`config.mk`:
```
export PLATFORM = sky130hd
export DESIGN_NAME = bin_maxpool2x2_flat
export DESIGN_NICKNAME = d
export VERILOG_FILES = /design/src/rtl/bin_maxpool2x2_pkg.sv /design/src/rtl/bin_maxpool2x2_if.sv /design/src/rtl/bin_pool_row.sv /design/src/rtl/bin_maxpool2x2.sv /design/src/flat_wrapper.sv
export SDC_FILE = /design/constraint.sdc
export NUM_CORES = 1
export LEC_CHECK = 0
export ABC_CLOCK_PERIOD_IN_PS = 4500
export CAP_MARGIN = 20
export CELL_PAD_IN_SITES_DETAIL_PLACEMENT = 0
export CELL_PAD_IN_SITES_GLOBAL_PLACEMENT = 1
export CORE_MARGIN = 2
export CORE_UTILIZATION = 30
export CTS_BUF_LIST = sky130_fd_sc_hd__clkbuf_8
export CTS_CLUSTER_DIAMETER = 60
export DETAILED_ROUTE_END_ITERATION = 8
export PLACE_DENSITY = 0.64
export SYNTH_ARGS = -nofsm -noshare
export SYNTH_HDL_FRONTEND = slang
export SYNTH_SLANG_ARGS = --single-unit
```
`constraint.sdc`:
```
create_clock -name clk -period 4.5 [get_ports clk]
set_input_delay 0.9 -clock clk [delete_from_list [all_inputs] [get_ports clk]]
set_output_delay 0.9 -clock clk [all_outputs]
set_load 0.01 [all_outputs]
```
`src/rtl/bin_maxpool2x2_pkg.sv`:
```
// Shared constants and FSM encoding for the binary 2x2 max-pool engine.
// Row words carry one binary image row, column c in bit c.
package bin_maxpool2x2_pkg;

  localparam int unsigned ADDR_W = 12;
  localparam int unsigned DATA_W = 16;
  // Wide enough for N/2 of the largest legal image
  localparam int unsigned HALF_W = 4;

  localparam logic [15:0] TERM_WORD = 16'h00FF;

  localparam int unsigned N_SMALL = 8;
  localparam int unsigned N_MID   = 10;
  localparam int unsigned N_LARGE = 14;

  typedef enum logic [5:0] {
    StIdle  = 6'b000001,
    StHdr   = 6'b000010,
    StRowA  = 6'b000100,
    StRowB  = 6'b001000,
    StWrite = 6'b010000,
    StTerm  = 6'b100000
  } state_e;

endpackage

```
`src/rtl/bin_maxpool2x2_if.sv`:
```
// Control and SRAM bus of the max-pool engine; master is the engine side,
// slave is the environment (controller plus both SRAMs).
interface bin_maxpool2x2_if
  import bin_maxpool2x2_pkg::*;
#(
    parameter int unsigned ADDR_W = bin_maxpool2x2_pkg::ADDR_W,
    parameter int unsigned DATA_W = bin_maxpool2x2_pkg::DATA_W
);

  logic              pool_run;
  logic              pool_busy;
  logic [ADDR_W-1:0] pool_sram_read_address;
  logic [DATA_W-1:0] sram_pool_read_data;
  logic [ADDR_W-1:0] pool_sram_write_address;
  logic [DATA_W-1:0] pool_sram_write_data;
  logic              pool_sram_write_enable;

  modport master (
    input  pool_run,
    input  sram_pool_read_data,
    output pool_busy,
    output pool_sram_read_address,
    output pool_sram_write_address,
    output pool_sram_write_data,
    output pool_sram_write_enable
  );

  modport slave (
    output pool_run,
    output sram_pool_read_data,
    input  pool_busy,
    input  pool_sram_read_address,
    input  pool_sram_write_address,
    input  pool_sram_write_data,
    input  pool_sram_write_enable
  );

endinterface

```
`src/rtl/bin_pool_row.sv`:
```
// Combinational 2x2 OR-pool of two source rows into one pooled row;
// only the low 'half' output bits are populated, the rest are zero.
module bin_pool_row
  import bin_maxpool2x2_pkg::*;
#(
    parameter int unsigned DATA_W = bin_maxpool2x2_pkg::DATA_W
) (
    input  logic [DATA_W-1:0] row_a,
    input  logic [DATA_W-1:0] row_b,
    input  logic [HALF_W-1:0] half,
    output logic [DATA_W-1:0] pooled
);

  always_comb begin
    pooled = '0;
    for (int j = 0; j < int'(DATA_W / 2); j++) begin
      // Columns at or beyond N never reach a populated output bit
      if (j < int'({1'b0, half})) begin
        pooled[j] = row_a[2*j] | row_a[2*j+1] | row_b[2*j] | row_b[2*j+1];
      end
    end
  end

endmodule

```
`src/rtl/bin_maxpool2x2.sv`:
```
// Streams a list of binary images from the source SRAM, writing each image's
// 2x2 OR-pooled version (header N/2, then N/2 rows) and a final terminator.
module bin_maxpool2x2
  import bin_maxpool2x2_pkg::*;
#(
    parameter int unsigned ADDR_W = bin_maxpool2x2_pkg::ADDR_W,
    parameter int unsigned DATA_W = bin_maxpool2x2_pkg::DATA_W
) (
    input logic                    clk,
    input logic                    reset_b,
    bin_maxpool2x2_if.master       bus
);

  localparam logic [ADDR_W-1:0] ADDR_ONE = ADDR_W'(1);
  localparam logic [HALF_W-1:0] HALF_ONE = HALF_W'(1);

  state_e            state_q, state_d;
  logic [ADDR_W-1:0] rd_addr_q, rd_addr_d;
  logic [ADDR_W-1:0] wr_addr_q, wr_addr_d;
  logic [ADDR_W-1:0] wr_ptr_q, wr_ptr_d;
  logic [DATA_W-1:0] wr_data_q, wr_data_d;
  logic              wr_en_q, wr_en_d;
  logic              busy_q, busy_d;
  logic [HALF_W-1:0] half_q, half_d;
  logic [HALF_W-1:0] rows_left_q, rows_left_d;
  logic [DATA_W-1:0] row_a_q;
  logic [DATA_W-1:0] pooled;
  logic [DATA_W-1:0] rdata;
  logic              hdr_legal;

  assign rdata = bus.sram_pool_read_data;

  always_comb begin
    hdr_legal = (rdata == DATA_W'(N_SMALL)) || (rdata == DATA_W'(N_MID)) ||
                (rdata == DATA_W'(N_LARGE));
  end

  bin_pool_row #(
    .DATA_W (DATA_W)
  ) u_pool_row (
    .row_a  (row_a_q),
    .row_b  (rdata),
    .half   (half_q),
    .pooled (pooled)
  );

  // The read address runs one word ahead of the word being consumed, so
  // it advances on the cycle before each consuming state is entered.
  always_comb begin
    state_d     = state_q;
    rd_addr_d   = rd_addr_q;
    wr_addr_d   = wr_addr_q;
    wr_ptr_d    = wr_ptr_q;
    wr_data_d   = wr_data_q;
    wr_en_d     = 1'b0;
    busy_d      = busy_q;
    half_d      = half_q;
    rows_left_d = rows_left_q;
    unique case (state_q)
      StIdle: begin
        rd_addr_d = '0;
        busy_d    = 1'b0;
        if (bus.pool_run) begin
          state_d   = StHdr;
          rd_addr_d = ADDR_ONE;
          wr_ptr_d  = '0;
          busy_d    = 1'b1;
        end
      end
      StHdr: begin
        wr_en_d   = 1'b1;
        wr_addr_d = wr_ptr_q;
        wr_ptr_d  = wr_ptr_q + ADDR_ONE;
        if (hdr_legal) begin
          half_d      = rdata[HALF_W:1];
          rows_left_d = rdata[HALF_W:1];
          wr_data_d   = DATA_W'(rdata[HALF_W:1]);
          rd_addr_d   = rd_addr_q + ADDR_ONE;
          state_d     = StRowA;
        end else begin
          wr_data_d = DATA_W'(TERM_WORD);
          state_d   = StTerm;
        end
      end
      StRowA: begin
        state_d = StRowB;
      end
      StRowB: begin
        wr_en_d     = 1'b1;
        wr_addr_d   = wr_ptr_q;
        wr_ptr_d    = wr_ptr_q + ADDR_ONE;
        wr_data_d   = pooled;
        rows_left_d = rows_left_q - HALF_ONE;
        rd_addr_d   = rd_addr_q + ADDR_ONE;
        state_d     = StWrite;
      end
      StWrite: begin
        rd_addr_d = rd_addr_q + ADDR_ONE;
        state_d   = (rows_left_q == '0) ? StHdr : StRowA;
      end
      StTerm: begin
        rd_addr_d = '0;
        busy_d    = 1'b0;
        state_d   = StIdle;
      end
      default: begin
        state_d = StIdle;
        busy_d  = 1'b0;
      end
    endcase
  end

  always_ff @(posedge clk or negedge reset_b) begin
    if (!reset_b) begin
      state_q     <= StIdle;
      rd_addr_q   <= '0;
      wr_addr_q   <= '0;
      wr_ptr_q    <= '0;
      wr_data_q   <= '0;
      wr_en_q     <= 1'b0;
      busy_q      <= 1'b0;
      half_q      <= '0;
      rows_left_q <= '0;
    end else begin
      state_q     <= state_d;
      rd_addr_q   <= rd_addr_d;
      wr_addr_q   <= wr_addr_d;
      wr_ptr_q    <= wr_ptr_d;
      wr_data_q   <= wr_data_d;
      wr_en_q     <= wr_en_d;
      busy_q      <= busy_d;
      half_q      <= half_d;
      rows_left_q <= rows_left_d;
    end
  end

  always_ff @(posedge clk) begin
    if (state_q == StRowA) begin
      row_a_q <= rdata;
    end
  end

  assign bus.pool_busy               = busy_q;
  assign bus.pool_sram_read_address  = rd_addr_q;
  assign bus.pool_sram_write_address = wr_addr_q;
  assign bus.pool_sram_write_data    = wr_data_q;
  assign bus.pool_sram_write_enable  = wr_en_q;

endmodule

```
`src/flat_wrapper.sv`:
```
// flat-port wrapper written by rule: the top's interface ports become plain ports
module bin_maxpool2x2_flat import bin_maxpool2x2_pkg::*;
#(
    parameter int unsigned ADDR_W = bin_maxpool2x2_pkg::ADDR_W,
    parameter int unsigned DATA_W = bin_maxpool2x2_pkg::DATA_W
)
  (clk, reset_b, bus_pool_run, bus_sram_pool_read_data, bus_pool_busy, bus_pool_sram_read_address, bus_pool_sram_write_address, bus_pool_sram_write_data, bus_pool_sram_write_enable);
  bin_maxpool2x2_if #(.ADDR_W(ADDR_W), .DATA_W(DATA_W)) bus_i ();
  input logic clk;
  input logic reset_b;
  input wire logic [$bits(bus_i.pool_run)-1:0] bus_pool_run;
  input wire logic [$bits(bus_i.sram_pool_read_data)-1:0] bus_sram_pool_read_data;
  output wire logic [$bits(bus_i.pool_busy)-1:0] bus_pool_busy;
  output wire logic [$bits(bus_i.pool_sram_read_address)-1:0] bus_pool_sram_read_address;
  output wire logic [$bits(bus_i.pool_sram_write_address)-1:0] bus_pool_sram_write_address;
  output wire logic [$bits(bus_i.pool_sram_write_data)-1:0] bus_pool_sram_write_data;
  output wire logic [$bits(bus_i.pool_sram_write_enable)-1:0] bus_pool_sram_write_enable;
  assign bus_i.pool_run = bus_pool_run;
  assign bus_i.sram_pool_read_data = bus_sram_pool_read_data;
  assign bus_pool_busy = bus_i.pool_busy;
  assign bus_pool_sram_read_address = bus_i.pool_sram_read_address;
  assign bus_pool_sram_write_address = bus_i.pool_sram_write_address;
  assign bus_pool_sram_write_data = bus_i.pool_sram_write_data;
  assign bus_pool_sram_write_enable = bus_i.pool_sram_write_enable;
  bin_maxpool2x2 #(.ADDR_W(ADDR_W), .DATA_W(DATA_W)) u_core (.clk(clk), .reset_b(reset_b), .bus(bus_i));
endmodule
```
# Word level (Yosys, flattened, before mapping)
# Cells that the tools add are included.
[classes]
add_sub_neg = 3
mul = 0
div_mod_pow = 0
n_lt_le_gt_ge = 8
eq_ne = 11
n_shift = 0
muxes = 24
n_bitwise = 24
n_reduce_logical = 13
[ops]
columns = ["cell", "n"]
rows = [
  ["$eq 16x4->1 const B", 3],
  ["$pmux 12 s4", 1],
  ["$pmux 16 s2", 1],
  ["$pmux 6 s5", 1],
  ["$add 12x1->12 const B", 2],
  ["$mux 12", 2],
  ["$or 1x1->1", 24],
  ["$pmux 12 s2", 1],
  ["$lt 3x4->1 const A", 4],
  ["$mux 6", 2],
  ["$mux 1", 11],
  ["$lt 1x4->1 const A", 2],
  ["$lt 2x4->1 const A", 2],
  ["$mux 8", 1],
  ["$pmux 4 s2", 1],
  ["$reduce_and 2->1", 4],
  ["$eq 6x1->1 const B", 1],
  ["$eq 6x2->1 const B", 1],
  ["$eq 6x3->1 const B", 1],
  ["$eq 6x4->1 const B", 1],
  ["$eq 6x5->1 const B", 1],
  ["$eq 6x6->1 const B", 1],
  ["$logic_not 4->1", 1],
  ["$mux 4", 1],
  ["10 further kinds", 13],
]
[word_totals]
reg_bits = 84
latch_bits = 0
ram_bits = 0
mem_bits_ro = 0
input_bits = 19
out_inout_bits = 42
elab_cells = 93
mem_count = 0

# Depth between registers and ports, before layout
# Gate-level depths: netlist (run 1).
[depth]
depth_word = 5
mapped_depth = 8
depth_no_buf = 6

# Cells and area by module
# A second synthesis (run 1) with hierarchy kept.
[hier_totals]
hier_cells = 369
area_unflattened_um2 = 3837.4
[by_module_without_submodules]
columns = ["mod", "instances", "cells_per_inst", "area_per_inst_um2", "seq_area_each_um2"]
rows = [
  ["bin_maxpool2x2", 1, 336, 3653.5, 2183.3],
  ["bin_pool_row", 1, 33, 183.9, 0.0],
]

# Least setup slack after synthesis (run 1)
# No wires, ideal clock.
[synth_path]
path_type = "input -> register"
startpoint = "input port bus_sram_pool_read_data[5]"
endpoint = "register u_core.rd_addr_q[11] (netlist: u_core.bus.pool_sram_read_address[11])"
setup_time_ns = 0.126
arrival_time_ns = 2.340
required_time_ns = 4.374
path_slack_ns = 2.034
cell_stages = 6
path_buffers = 1
cell_sequence = "nor4_1 -> and3_1 -> nand4_1 -> a211o_1 -> buf_6 -> a221o_1"
[synth_between]
elab_chain_cells = 5
elab_cells_between_ends = 7
cone_classes = "eq/ne: 4; reduce/logical: 3"
[synth_rtl]
columns = ["item", "line_no", "text"]
rows = [
  ["start: declaration", "flat_wrapper.sv:12", "input wire logic [$bits(bus_i.sram_pool_read_data)-1:0] bus_sram_pool_read_data;"],
  ["$eq 16x4->1", "bin_maxpool2x2.sv:34", "hdr_legal = (rdata == DATA_W'(N_SMALL)) || (rdata == DATA_W'(N_MID)) ||"],
  ["$logic_or 1x1->1", "bin_maxpool2x2.sv:34", ""],
  ["$logic_or 1x1->1 *", "bin_maxpool2x2.sv:34", ""],
  ["$ne 2x1->1 (no line) *", "--", ""],
  ["$reduce_and 2->1 (no line) *", "--", ""],
  ["end signal: assignment", "bin_maxpool2x2.sv:126", "rd_addr_q <= rd_addr_d;"],
  ["end: declaration", "bin_maxpool2x2.sv:18", "logic [ADDR_W-1:0] rd_addr_q, rd_addr_d;"],
]
# Every way passes the cells marked *; elsewhere a longest branch is shown, timed or not.
# A chain may end at the register's enable or synchronous reset.

# Final worst setup path (run 1)
[layout_path]
startpoint = "input port bus_sram_pool_read_data[5]"
endpoint = "register u_core.rd_addr_q[4] (netlist: u_core.bus.pool_sram_read_address[4])"
# Same word-level chain as after synthesis.

==> metrics.csv, run 1 <==
metric;value;unit
ys_top_cells_by_count;dfrtp_1 (59), nand2_1 (45), nor2_1 (30);
dp_hpwl;5.501;mm
synth_top_area_share;41.53;%
max_cap_violations;0;
crit_slowest_cell;a211o_1;
hold_path_class;register to register;
hold_buffers;0;
clock-sinks;76;
initial_core_util;31.00;%
drc;0;
peakVddDrop;0.2173;mV
report.power.total;2.098;mW
synth_area_leaders;dfrtp_1 (42%), edfxtp_1 (14%), nand2_1 (4.8%), nor2_1 (3.2%), and3_1 (2.8%);
finalCriticalPeriod;2.911;ns
grt_pass1_vias;2643;
n_antenna_cell;0;
clk_latency;0.35;ns
critPathMaxStageDelay;0.54;ns
yosysWarningCount;0;
area_growth;25.17;%
routed_wirelength;7.956;mm
cts_buffer_depth;2;
final_max_slew_viol_count;0;
ys_ff_latch;76;
finalClockSkew;0.01662;ns
setup_viol;0;
finalCritPeriodShare;64.68;%
drive_gt1_share;7.000;%
async_flop_share;78.95;%
port_buffers;52;
relSlewSlack;32.06;%
via_per_inst;5.013;
n_fill_cell;1117;
cts_root_buffer;clkbuf_8;
criticalPathCategory;input port to register;
syn_area;3555;sq um
worstPathRequired;4.73;ns
grt_max_degree;36;
initialDrtViolationCount;100;
synth_edf_count;16;
overflow;0;
timing.setup.tns;0;ns
fin_nets;417;
io_pins;61;
cts_tree;done;
num_vias;2722;
pwr_density_cell;471.5;nW/um^2
fmax;343.6;MHz
post-synth-top-count-cell;dfrtp_1;
drt-pass1-iter-count;4;
wire_per_inst;14.65;microns
path_delay_family;compound AO/OA/AOI/OAI gates;
tightest_slew;1.015;ns
post-cts-setup-buffer-count;0;
grt_usage;13.21;%
grt_pass1_wl;13.31;mm
grt_setup_unrepaired;no;
ant_nets;0;
antenna_found_initial;0;
clk_pin_slew_worst_paths;0.08;ns
cp-start-kind;input port;
die-area;12740;sq um
avgSynthCellArea;10.45;sq um
row_count;39;
die_w;112.9;microns
cts_made_buffers;9;
cts.repair.resized;0;
outcome;finished clean;
die_y;112.9;microns
worstPathCellList;clkdlybuf4s50_1 > nor4_1 > and3_1 > nand4_1 > a211o_1 > a221o_1;
yosysUniqueCellTypes;56;
synthFlopType;dfrtp_1;
path_max_fanout;12;
end_kind;register;
cts_max_level;3;
syn_inst;340;
arrival;3.14;ns
yosysTopAreaCell;dfrtp_1;
hold_violations;0;
worst-path-buf-inv;1;
gp_congestion;0.7497;
p_leak;1.916;nW
synth_seq_area_share;55.79;%
core-area;11470;sq um
-- routing by layer --
layer	global-route usage, %	wire length (microns)	vias up
met5	0	0	-
met4	5.610	100	0
met3	2.999	348	8
met2	20.08	3634	74
met1	18.21	3872	1309
li1	-	-	1331
-- worst paths after layout --
check	startpoint	to	slack (ns)	cells past startpoint
worst min register to register	u_core.bus.pool_sram_write_address[10]	u_core.bus.pool_sram_write_address[10]	0.47	2
worst min-delay path	u_core.bus.pool_sram_write_address[10]	u_core.bus.pool_sram_write_address[10]	0.47	2
max in group asynchronous	reset_b	u_core.state_q[0]	2.97	2
worst max-delay path	bus_sram_pool_read_data[5]	u_core.bus.pool_sram_read_address[4]	1.59	6
min in group asynchronous	reset_b	u_core.bus.pool_sram_read_address[9]	0.62	1
worst max register to register	u_core.state_q[3]	u_core.bus.pool_sram_read_address[4]	2.17	5
-- final cells by class --
| class | instances | area (sq um) | area share [%] |
|---|---|---|---|
| clock buffer | 9 | 123.9 | 2.784 |
| clock inverter | 7 | 141.4 | 3.178 |
| inverter | 11 | 41.29 | 0.9280 |
| multi-input combinational | 240 | 1428 | 32.09 |
| sequential | 76 | 1983 | 44.57 |
| tap | 143 | 178.9 | 4.021 |
| timing repair buffer | 57 | 553.0 | 12.43 |
-- where the power goes --
| part | internal [mW] | switching (mW) | total (mW) |
|---|---|---|---|
| clock | 0.425 | 0.264 | 0.689 |
| sequential | 0.796 | 0.0841 | 0.880 |
| combinational | 0.258 | 0.271 | 0.529 |
-- flip-flops by register name (all words and copies together) (netlist names) --
signal                              cells
u_core.bus.pool_busy                    1
u_core.bus.pool_sram_read_address      12
u_core.bus.pool_sram_write_address     12
u_core.bus.pool_sram_write_data         8
u_core.bus.pool_sram_write_enable       1
u_core.half_q                           4
u_core.row_a_q                         16
u_core.rows_left_q                      4
u_core.state_q                          6
u_core.wr_ptr_q                        12
-- metrics by stage --
stage / instance area, sq um / hold WS, ns / utilization [%] / std cells / worst slack [ns]
after global routing: 4449 / 0.4994 / 38.80 / 543 / 1.438
after detailed placement: 4184 / 0.4625 / 36.49 / 527 / 1.240
after CTS: 4449 / 0.4835 / 38.80 / 543 / 1.619
after global placement: 4184 / 0.4604 / 36.49 / 527 / 1.292
final: 4449 / 0.4737 / 38.80 / 543 / 1.589
after floorplan: 3581 / 0.4586 / - / 347 / 2.034
-- cell families after synthesis --
logic type / Yosys count / share of synthesized area, %
DFF: 76 / 55.79
adders and majority gates: 3 / 1.056
AOI/OAI and AO/OA: 56 / 12.50
muxes: 6 / 1.760
buffers and inverters: 31 / 4.786
and+or+nand+nor: 156 / 21.30
other: 1 / 0.1055
xor gates and xnor gates: 11 / 2.711
-- placed cells by master (no fill, tap or decap), types with 6 or more instances in the layout --
cell type        synthesis  final
a221o_1                  9      9
and3_1                  16     16
clkbuf_8                 0      9
clkdlybuf4s50_1          0     51
conb_1                   1      8
dfrtp_1                 59     59
edfxtp_1                16     16
inv_1                    9     10
nand2_1                 45     45
nand3_1                 13     13
nand4_1                 10     10
nor2_1                  30     30
nor3_1                  20     20
nor4_1                   6      6
o21ai_0                 10     10
o22a_1                   6      6
xor2_1                   9      9
-- tightest hold or removal path: stages (launching register included) --
cell	delay [ns]
dfrtp_1	0.34
nand2_1	0.05
nand2_1	0.05
Note: power is estimated with default switching activity, not from simulation.
==> run 2: changes to the inputs <==
- ABC_CLOCK_PERIOD_IN_PS: 4500 -> 2400
- PLACE_DENSITY: 0.64 -> 0.66
- clock period: 4.5 -> 2.4 ns (I/O delays scaled with it)
==> run 2 against run 1 <==
Effect of this change:
- final cell count is 5.3% higher
- register-to-register slack got worse by 1.9 ns
- highest routed layer unchanged
- die area unchanged
==> metrics.csv, run 2 (same netlist as run 1, synthesis figures left out) <==
metric;value;unit
fin_util;40.08;%
hold_violations;0;
grt_usage;13.65;%
max_cap_violations;0;
fmax;443.6;MHz
wire_per_inst;14.58;microns
die-area;12740;sq um
grt_setup_unrepaired;no;
row_count;39;
arrival;2.48;ns
drc;0;
dp_hpwl;5.948;mm
mostFrequentLayoutCells;dfrtp_1 (59), clkdlybuf4s50_1 (51), nand2_1 (45), buf_4 (33), nor2_1 (30);
reg2reg_slack;0.29;ns
p_leak;2.026;nW
core-area;11470;sq um
pwr_density_cell;783.8;nW/um^2
n_antenna_cell;0;
io_pins;61;
via_per_inst;4.953;
drt-pass1-iter-count;4;
die_y;112.9;microns
hold_path_class;input port to async pin;
cts_tree;done;
antenna_found_initial;0;
grt_pass1_vias;2843;
finalClockSkew;0.009710;ns
worstPathRequired;2.63;ns
clock-sinks;76;
initial_core_util;31.00;%
regMostFlops;u_core.row_a_q;
cts_max_level;3;
dp_worst_setup_slack;-0.2795;ns
area_growth;29.29;%
criticalPathCategory;input port to register;
clk_pin_slew_worst_paths;0.08;ns
drive_gt1_share;13.52;%
outcome;finished clean;
overflow;0;
grt_max_degree;38;
cts_root_buffer;clkbuf_8;
peakVddDrop;0.4679;mV
path_max_fanout;10;
fin_nets;446;
finalCriticalPeriod;2.254;ns
num_vias;2833;
dp.cells;556;
die_w;112.9;microns
end_kind;register;
initialDrtViolationCount;85;
clk_latency;0.35;ns
fin_cells;572;
cts_buffer_depth;2;
tightest_slew;0.5962;ns
final.setup.worst_slack;0.1455;ns
largest_reg_flops;16;
gp_congestion;0.7723;
grt_pass1_wl;14.00;mm
routed_wirelength;8.341;mm
cp-start-kind;input port;
report.power.total;3.602;mW
final_max_slew_viol_count;0;
setup_viol;0;
cts_made_buffers;9;
port_buffers;52;
ant_nets;0;
final_common_cell;dfrtp_1;
finalCritPeriodShare;93.94;%
relSlewSlack;60.25;%
-- run 2: layout make-up --
type	count	area [sq um]
Clock buffer	10	137.6
Clock inverter	6	37.54
Fill cell	1143	6872
Inverter	11	41.29
Multi-Input combinational cell	240	1434
Sequential cell	76	1983
Tap cell	143	178.9
Timing Repair Buffer	86	783.3
-- run 2: critical path: stages --
cell and delay [ns]:
clkdlybuf4s50_1 0.43, nor4_2 0.33, and3_1 0.21, nand4_1 0.15, a211o_1 0.47, a221o_1 0.40
-- run 2: final timing paths --
check / start / depth (start not counted) / to
min in group clk: u_core.bus.pool_sram_write_address[10] / 2 / u_core.bus.pool_sram_write_address[10]
max: bus_sram_pool_read_data[5] / 6 / u_core.bus.pool_sram_read_address[3]
max in group asynchronous: reset_b / 2 / u_core.state_q[0]
max reg2reg: u_core.state_q[4] / 5 / u_core.bus.pool_sram_read_address[3]
min reg2reg: u_core.bus.pool_sram_write_address[10] / 2 / u_core.bus.pool_sram_write_address[10]
min: reset_b / 1 / u_core.wr_ptr_q[3]
-- run 2: per-layer routing --
layer  part of all wire, %  vias to the layer above  GRT usage (%)
met5                     0                        -              0
met2                    46                       62          21.76
met4                  0.98                        0          3.415
li1                      -                     1400              -
met1                    49                     1363          18.46
met3                   4.2                        8          3.856
-- run 2: through the flow --
stage	area [sq um]	TNS (ns)	hold WS, ns
detailed placement	4414	-3.354	0.4636
global placement	4414	-2.890	0.4599
CTS	4589	0	0.1418
finish	4596	0	0.1304
global route	4596	0	0.1697
floorplan	3581	0	0.1844
-- run 2: power by group --
part / switching [mW] / internal (mW) / total (mW)
Sequential: 0.164 / 1.49 / 1.66
Clock: 0.473 / 0.402 / 0.876
Combinational: 0.524 / 0.544 / 1.07
Total: 1.16 / 2.44 / 3.60
-- run 2: repair_timing --
action | 4_1_cts | 5_1_grt
resized for setup | 0 | 1
hold buffers | 0 | 0
endpoints found under the hold margin | 0 | 0
buffers inserted | 0 | 0
endpoints found under the setup margin | 0 | 4
==> run 3: changes to the inputs <==
- GPL_TIMING_DRIVEN: default -> 0
==> run 3 against run 2 <==
Effect of this change:
- worst hold slack better by 0.063 ns
- via count down 1.7%
- final cell count down 2.3%
- clock-buffer cell count down 1
- sequential power about the same
- critical path depth up 1
- worst setup slack worse by 0.069 ns
- power up 5.1%
- combinational power about the same
- sequential share of layout area up 0.61 points
- critical endpoint is now u_core.bus.pool_sram_read_address[6]
==> metrics.csv, run 3 (same netlist as run 1, synthesis figures left out) <==
metric;value;unit
die_w;112.9;microns
critPathMaxStageDelay;0.46;ns
routed_wirelength;8.192;mm
multi_input_area;1456;sq um
worstPathCellList;clkdlybuf4s50_1 > nor4_2 > and3_1 > nand4_1 > a211o_1 > buf_6 > a221o_1;
met3_usage;3.749;%
grt_pass1_wl;13.66;mm
drc;0;
setup_viol;0;
report.power.total;3.785;mW
p_leak;1.965;nW
die-area;12740;sq um
path_delay_family;simple AND/OR/NAND/NOR gates;
dp_hpwl;5.649;mm
use_met2;20.28;%
reg2reg_slack;0.24;ns
ant_nets;0;
io_pins;61;
use_met1;18.41;%
swShare;31.35;%
comb_power_share;28.2;%
regToRegStartpoint;u_core.state_q[1];
clk_latency;0.36;ns
relSlewSlack;45.18;%
power_frac_clock;28.7;%
r2r_cells;7;
antenna_found_initial;0;
arrival;2.57;ns
final_max_slew_viol_count;0;
hold_buffers;0;
port_buffers;52;
regMostFlops;u_core.row_a_q;
fin_nets;433;
mostFrequentLayoutCells;dfrtp_1 (59), clkdlybuf4s50_1 (51), nand2_1 (45), nor2_1 (29), nor3_1 (19);
cts_made_buffers;9;
finalCritPeriodShare;96.81;%
cts_max_level;3;
worst-path-buf-inv;2;
max_cap_violations;0;
pwr_density_cell;835.2;nW/um^2
cts_buffer_depth;2;
worstPathRequired;2.65;ns
tightest_slew;0.8224;ns
cp-start-kind;input port;
dp.cells;542;
r2r_end;u_core.bus.pool_sram_write_data[1];
peakVddDrop;0.3698;mV
largest_reg_flops;16;
row_count;39;
grt_max_degree;61;
fin_util;39.52;%
fmax;430.4;MHz
criticalPathCategory;input port to register;
wire_per_inst;14.65;microns
die_y;112.9;microns
finalInstanceArea;4532;sq um
top_usage_layer;met2;
timing.setup.tns;0;ns
overflow;0;
initial_core_util;31.00;%
clk_pin_slew_worst_paths;0.08;ns
p_switching;1.186;mW
path_max_fanout;10;
core-area;11470;sq um
p_int;2.599;mW
hold_path_class;input port to async pin;
drt-pass1-iter-count;4;
end_kind;register;
n_fill_cell;1130;
hold_violations;0;
cts_tree;done;
fin_cells;559;
outcome;finished clean;
via_per_inst;4.980;
grt_usage;13.48;%
clock-sinks;76;
grt_pass1_vias;2796;
drive_gt1_share;11.06;%
area_growth;27.49;%
initialDrtViolationCount;149;
final_common_cell;dfrtp_1;
gp_congestion;0.8411;
crit_slowest_cell;clkdlybuf4s50_1;
finalClockSkew;0.008904;ns
n_antenna_cell;0;
seq_area;1983;sq um
cts_root_buffer;clkbuf_8;
seq_power_share;43.1;%
num_vias;2784;
placed_cell_area;4278;sq um
finalCriticalPeriod;2.324;ns
==> run 3: cell types whose count changed in the layout (fill, tap and decap cells not counted), sizes merged <==
cell | before | now
buf | 35 | 17
clkbuf | 10 | 14
bufinv | 0 | 2
clkinvlp | 0 | 2
inv | 13 | 11
clkinv | 4 | 3
==> run 3: what timing repair did <==
item                       4_1_cts  5_1_grt
setup endpoints to repair        0       34
gates resized for setup          0        7
buffers inserted                 0        1
==> run 3: power groups by stage <==
| stage | Combinational (mW) | Clock (mW) | Sequential (mW) |
|---|---|---|---|
| finish | 1.07 | 1.08 | 1.63 |
| global route | 1.18 | 1.18 | 1.66 |
| CTS | 1.08 | 1.13 | 1.63 |
| detailed placement | 1.07 | 0 | 1.66 |
| global placement | 1.07 | 0 | 1.66 |
| floorplan | 0.527 | 0 | 1.70 |
==> run 3: stage by stage <==
step	hold slack [ns]	setup WS, ns
after detailed placement	0.4639	-0.3926
after floorplan	0.1844	0.3541
after CTS	0.2293	0.001529
after global routing	0.2507	-0.02889
after global placement	0.4602	-1.261
final	0.1930	0.07645
==> run 3: cell type report <==
type / count / share of cell area, %
well taps: 143 / 3.948
repair buffers: 53 / 11.60
clock inverters: 7 / 2.043
flip-flops and latches: 76 / 43.76
clock buffers: 9 / 2.733
multi-input cells: 240 / 32.14
inverters: 11 / 0.9111
plain buffers: 20 / 2.871
==> run 3: worst max-delay path by stage <==
stage | startpoint | end | slack [ns] | cells past startpoint
final | bus_sram_pool_read_data[5] | u_core.bus.pool_sram_read_address[6] | 0.08 | 7
after global placement | reset_b | u_core.bus.pool_sram_read_address[5] | -1.26 | 1
after CTS | bus_sram_pool_read_data[4] | u_core.bus.pool_sram_read_address[3] | 0.002 | 6
after detailed placement | bus_sram_pool_read_data[4] | u_core.bus.pool_sram_read_address[6] | -0.39 | 7
after global routing | bus_sram_pool_read_data[5] | u_core.bus.pool_sram_read_address[6] | -0.03 | 7
after floorplan | bus_sram_pool_read_data[5] | u_core.bus.pool_sram_read_address[11] | 0.35 | 6
==> run 3: layer usage <==
layer  part of all wire [%]  vias up
li1                       -     1367
met1                     49     1339
met2                     45       66
met3                    4.6       12
met4                    1.9        0
met5                      0        -
==> run 3: worst reg2reg max path: stages (launching register included) <==
cell	delay (ns)
dfrtp_1	0.40
buf_2	0.20
nor2_1	0.26
nand4_1	0.46
clkinv_1	0.36
nor2_1	0.07
a221oi_1	0.26
a21o_1	0.11
